`src/rtl/adc_pkg.sv`:
```
// Shared FSM encoding and default parameters for the ADC offset-calibration front end.
package adc_pkg;
  localparam int DEF_W        = 19;
  localparam int DEF_ADC_BITS = 12;
  localparam int DEF_SHIFT    = 4;
  localparam int DEF_CAL_LOG2 = 4;
  localparam int STAGES       = 2;

  typedef enum logic [1:0] {
    IDLE     = 2'd0,
    CAL_ACC  = 2'd1,
    CAL_DONE = 2'd2
  } cal_state_e;
endpackage

```
`src/rtl/adc_sat_scale.sv`:
```
// Offset subtract with saturation to the signed ADC range, then arithmetic scale-down.
module adc_sat_scale #(
  parameter int ADC_BITS = 12,
  parameter int SHIFT    = 4,
  parameter int W        = 19
) (
  input  logic signed [ADC_BITS-1:0] conv,
  input  logic signed [ADC_BITS-1:0] offset,
  output logic        [W-1:0]        y,
  output logic                       sat
);
  logic [ADC_BITS:0]          diff;
  logic signed [ADC_BITS-1:0] satv;
  logic signed [ADC_BITS-1:0] sh;

  always_comb begin
    diff = {conv[ADC_BITS-1], conv} - {offset[ADC_BITS-1], offset};
    // top two bits disagree only when the difference left the ADC_BITS range
    sat  = diff[ADC_BITS] ^ diff[ADC_BITS-1];
    satv = sat ? {diff[ADC_BITS], {(ADC_BITS-1){~diff[ADC_BITS]}}} : diff[ADC_BITS-1:0];
    sh   = satv >>> SHIFT;
    y    = W'(sh);
  end
endmodule

```
`src/rtl/adc_offset_cal.sv`:
```
// ADC front end: offset-binary to signed, offset removal, scaling, plus averaging offset calibration.
module adc_offset_cal
  import adc_pkg::*;
#(
  parameter int W        = DEF_W,
  parameter int ADC_BITS = DEF_ADC_BITS,
  parameter int SHIFT    = DEF_SHIFT,
  parameter int CAL_LOG2 = DEF_CAL_LOG2
) (
  input  logic                Clk,
  input  logic                Reset_n,
  input  logic [15:0]         Dato_IN,
  input  logic                Dato_valid,
  input  logic                Cal_start,
  output logic [W-1:0]        yOUT,
  output logic                yOUT_valid,
  output logic [3:0]          ProtocoloADC,
  output logic                Sat,
  output logic                Cal_busy,
  output logic                Cal_done,
  output logic [ADC_BITS-1:0] Offset_out
);
  localparam int ACC_W = ADC_BITS + CAL_LOG2;

  cal_state_e state, state_nxt;

  logic signed [ADC_BITS-1:0] conv, conv1, offset, y_off;
  logic [3:0]                 proto1;
  logic [STAGES:1]            vld_pipe;
  logic signed [ACC_W-1:0]    acc, sum;
  logic [CAL_LOG2-1:0]        cnt;
  logic                       accept, cal_smp, cal_last, sat_c;
  logic [W-1:0]               y_c;

  assign conv     = {~Dato_IN[ADC_BITS-1], Dato_IN[ADC_BITS-2:0]};
  assign accept   = Dato_valid && (state != CAL_ACC);
  assign cal_smp  = Dato_valid && (state == CAL_ACC);
  assign cal_last = cal_smp && (cnt == '1);
  assign sum      = acc + ACC_W'(conv);
  assign y_off    = conv1;

  always_comb begin
    state_nxt = state;
    case (state)
      IDLE:     if (Cal_start) state_nxt = CAL_ACC;
      CAL_ACC:  if (cal_last)  state_nxt = CAL_DONE;
      CAL_DONE: state_nxt = IDLE;
      default:  state_nxt = IDLE;
    endcase
  end

  assign Cal_busy   = (state != IDLE);
  assign Cal_done   = (state == CAL_DONE);
  assign Offset_out = offset;

  always_ff @(posedge Clk or negedge Reset_n) begin
    if (!Reset_n) state <= IDLE;
    else          state <= state_nxt;
  end

  // calibration accumulator: cleared on entry, last sample folded in directly
  always_ff @(posedge Clk or negedge Reset_n) begin
    if (!Reset_n) begin
      acc    <= '0;
      cnt    <= '0;
      offset <= '0;
    end else if (state == IDLE && Cal_start) begin
      acc <= '0;
      cnt <= '0;
    end else if (cal_smp) begin
      acc <= sum;
      cnt <= cnt + 1'b1;
      if (cal_last) offset <= ADC_BITS'(sum >>> CAL_LOG2);
    end
  end

  adc_sat_scale #(.ADC_BITS(ADC_BITS), .SHIFT(SHIFT), .W(W)) u_sat_scale (
    .conv   (y_off),
    .offset (offset),
    .y      (y_c),
    .sat    (sat_c)
  );

  always_ff @(posedge Clk or negedge Reset_n) begin
    if (!Reset_n) begin
      vld_pipe     <= '0;
      conv1        <= '0;
      proto1       <= '0;
      yOUT         <= '0;
      Sat          <= 1'b0;
      ProtocoloADC <= '0;
    end else begin
      vld_pipe <= {vld_pipe[STAGES-1:1], accept};
      if (accept) begin
        conv1  <= conv;
        proto1 <= Dato_IN[15:12];
      end
      if (vld_pipe[1]) begin
        yOUT         <= y_c;
        Sat          <= sat_c;
        ProtocoloADC <= proto1;
      end
    end
  end

  assign yOUT_valid = vld_pipe[STAGES];
endmodule

```
`config.mk`:
```
export PLATFORM = sky130hd
export DESIGN_NAME = adc_offset_cal
export DESIGN_NICKNAME = d
export VERILOG_FILES = /design/src/rtl/adc_pkg.sv /design/src/rtl/adc_sat_scale.sv /design/src/rtl/adc_offset_cal.sv
export SDC_FILE = /design/constraint.sdc
export NUM_CORES = 1
export LEC_CHECK = 0
export ABC_AREA = 1
export CAP_MARGIN = 10
export CELL_PAD_IN_SITES_DETAIL_PLACEMENT = 2
export CELL_PAD_IN_SITES_GLOBAL_PLACEMENT = 2
export CORE_MARGIN = 5
export CORE_UTILIZATION = 33
export DETAILED_ROUTE_END_ITERATION = 12
export PLACE_DENSITY_LB_ADDON = 0.1
export SYNTH_ARGS = -nofsm -noshare
export SYNTH_HDL_FRONTEND = slang
export SYNTH_HIERARCHICAL = 1
export SYNTH_SLANG_ARGS = --single-unit
```
`constraint.sdc`:
```
create_clock -name Clk -period 2.4 [get_ports Clk]
set_input_delay 0.72 -clock Clk [delete_from_list [all_inputs] [get_ports Clk]]
set_output_delay 0.72 -clock Clk [all_outputs]
set_load 0.1 [all_outputs]
```
==> results.json <==
{
  "nNetsFinal": 707,
  "drive_gt1_share_pct": 22.7,
  "cts_tree": "done",
  "drv_slew": 0,
  "synth.area.top_cells": "dfrtp_1, nand2_1, ha_1",
  "synthArstFlopShare_pct": 100,
  "die_x_um": 128,
  "hold_viol": 0,
  "drt_iter0_markers": 91,
  "r2r_start": "Offset_out[6]",
  "synth_fp_nets": 626,
  "grt.total_usage_pct": 18.9,
  "area_growth_pct": 26.5,
  "synth_ff_type": "dfrtp_1",
  "diodes": 0,
  "worstSetupPathType": "in -> reg",
  "cts_setup_buffers": 0,
  "clock-skew-final_ns": 0.00736,
  "syn_area_um2": 4560,
  "n_fill_cell": 1590,
  "seq_area_frac_synth_pct": 41.7,
  "grt_antenna_before_repair": 0,
  "rsz0062_at_grt": "yes",
  "overflow": 0,
  "utilization_pct": 42.1,
  "port_buffers": 58,
  "grt_pass1_vias": 4568,
  "drv_cap": 0,
  "critPathArrivalTime_ns": 2.52,
  "cts_buffers": 9,
  "clk_latency_ns": 0.35,
  "drt-wirelength-per-cell_um": 17.4,
  "drc_errors": 0,
  "synth_area_leader_cell": "dfrtp_1",
  "start_kind": "input pin",
  "avgSynthCellArea_um2": 7.89,
  "regToRegEndpoint": "yOUT[12]",
  "netlist_instances": 578,
  "synth.most_common_cell": "nand2_1",
  "setup_viol": 0,
  "ys_warn_count": 6,
  "clkSinkCount": 76,
  "synth_commonest_cells": "nand2_1, dfrtp_1, inv_1",
  "fin_cells": 844,
  "fmax_mhz": 437,
  "wl_um": 14700,
  "grt_pass1_wl_um": 24200,
  "hold_path.class": "in -> async",
  "dp_cells": 828,
  "reg2reg_depth": 12,
  "cp-end-kind": "flop",
  "num_io_pins": 59,
  "drt-pass1-iter-count": 4,
  "vias": 4048,
  "core_area_um2": 13700,
  "clockBufferDepth": 2,
  "place.gp.congestion": 0.783,
  "status": "completed",
  "dieHeight_um": 128,
  "cts_resized": 0,
  "synth-edff-count": 0,
  "vias_per_cell": 4.80,
  "synth_top_area_share_pct": 41.7,
  "start_util_pct": 33.2,
  "grt_max_degree": 28,
  "cts_htree_levels": 3,
  "ctsHoldBuffers": 0,
  "synth_cell_types": 34,
  "clockRootBuffer": "clkbuf_16",
  "hpwl_um": 11300,
  "ant_nets": 0,
  "path_max_fanout": 4,
  "tightest_slew_ns": 0.644,
  "die-area_um2": 16300,
  "cp.required_ns": 2.64,
  "rows": 43,
  "ys_ff_latch": 76,
  "period_share_pct": 95.3,
  "r2r_setup_slack_ns": 0.16,
  "fin_tns_setup_ns": 0,
  "period_minus_slack_ns": 2.29,
  "clk_pin_slew_ns": 0.07,
  "maxSlewHeadroom_pct": 57.0
}
kinds of logic (layout without fill, tap and decap cells):
| family | count (synthesis) | in the layout | synth area share (%) |
|---|---|---|---|
| AOI/OAI and AO/OA | 35 | 35 | 4.39 |
| xor gates and xnor gates | 10 | 10 | 1.92 |
| adders and majority gates | 28 | 28 | 7.85 |
| buffers and inverters | 93 | 179 | 9.19 |
| DFF | 76 | 76 | 41.7 |
| muxes | 24 | 24 | 5.93 |
| and+or+nand+nor | 312 | 312 | 29.0 |
metal layers:
| layer | part of all wire, % | vias up | GRT usage, % |
|---|---|---|---|
| li1 | - | 1978 | - |
| met1 | 42 | 2023 | 22.6 |
| met2 | 54 | 39 | 35.2 |
| met3 | 2.6 | 8 | 3.55 |
| met4 | 0.85 | 0 | 3.79 |
| met5 | 0 | - | 0 |
placed cells by master, fill, tap and decap left out, types with 2 or more instances in the layout:
| cell type | n |
|---|---|
| dfrtp_1 | 65 |
| inv_1 | 68 |
| xor2_1 | 4 |
| nor3_1 | 3 |
| dfrtp_4 | 2 |
| xnor2_1 | 5 |
| nor2_1 | 21 |
| nand2_2 | 9 |
| dfrtp_2 | 9 |
| or2_1 | 4 |
| nand3_2 | 3 |
| nand3_1 | 32 |
| a22o_1 | 3 |
| buf_4 | 69 |
| ha_1 | 26 |
| a21o_1 | 2 |
| nand2_1 | 224 |
| a31oi_1 | 2 |
| a21oi_2 | 2 |
| or2_2 | 2 |
| a21oi_1 | 16 |
| and2_1 | 3 |
| clkbuf_16 | 9 |
| inv_2 | 4 |
| mux2_2 | 24 |
| o21ai_0 | 9 |
| clkdlybuf4s50_1 | 18 |
| buf_12 | 4 |
| nand4_1 | 3 |
| clkinv_4 | 2 |
| nand3b_1 | 4 |
| inv_6 | 3 |
state kept, by name, indices dropped and copies added (netlist names):
signal,count
Offset_out,12
vld_pipe,2
Sat,1
acc,16
state,2
yOUT,19
conv1,12
ProtocoloADC,4
cnt,4
proto1,4
worst max-delay path by stage:
stage                     depth (start not counted)          start       endpoint  slack (ns)
after floorplan                                  13  Offset_out[5]        yOUT[1]       0.005
after global placement                           10     Dato_IN[0]  Offset_out[2]       -0.26
after detailed placement                         10     Dato_IN[0]  Offset_out[2]       -0.31
after CTS                                        10     Dato_IN[0]         acc[6]        0.01
after global routing                             11    Dato_IN[11]  Offset_out[9]       -0.02
final                                            10     Dato_IN[0]         acc[6]        0.11
critical path, cell delays in order:
cell	delay, ns
clkdlybuf4s50_1	0.44
ha_1	0.25
fa_2	0.36
nand2_1	0.08
nand2_1	0.06
nand3b_1	0.10
nand2_2	0.08
or2_2	0.29
nand3_1	0.07
nand2_1	0.06
per-stage QoR:
| stage | cell area, um^2 | hold slack, ns | worst slack, ns |
|---|---|---|---|
| finish | 5770 | 0.277 | 0.113 |
| global route | 5770 | 0.288 | -0.0152 |
| CTS | 5730 | 0.279 | 0.0148 |
| detailed placement | 5430 | 0.474 | -0.310 |
| global placement | 5430 | 0.457 | -0.264 |
| floorplan | 4580 | 0.352 | 0.00498 |
final cells by class:
cell class	instances	area, um^2	share of cell area (%)
clock buffers	9	225	3.90
clock inverters	7	67.6	1.17
inverters	72	270	4.68
multi-input cells	409	2280	39.6
flip-flops and latches	76	1920	33.3
well taps	180	225	3.90
repair buffers	91	778	13.5
Power of run 1 is not shown: default switching activity piles up to over one toggle a cycle in this logic, so the estimate is an artifact.
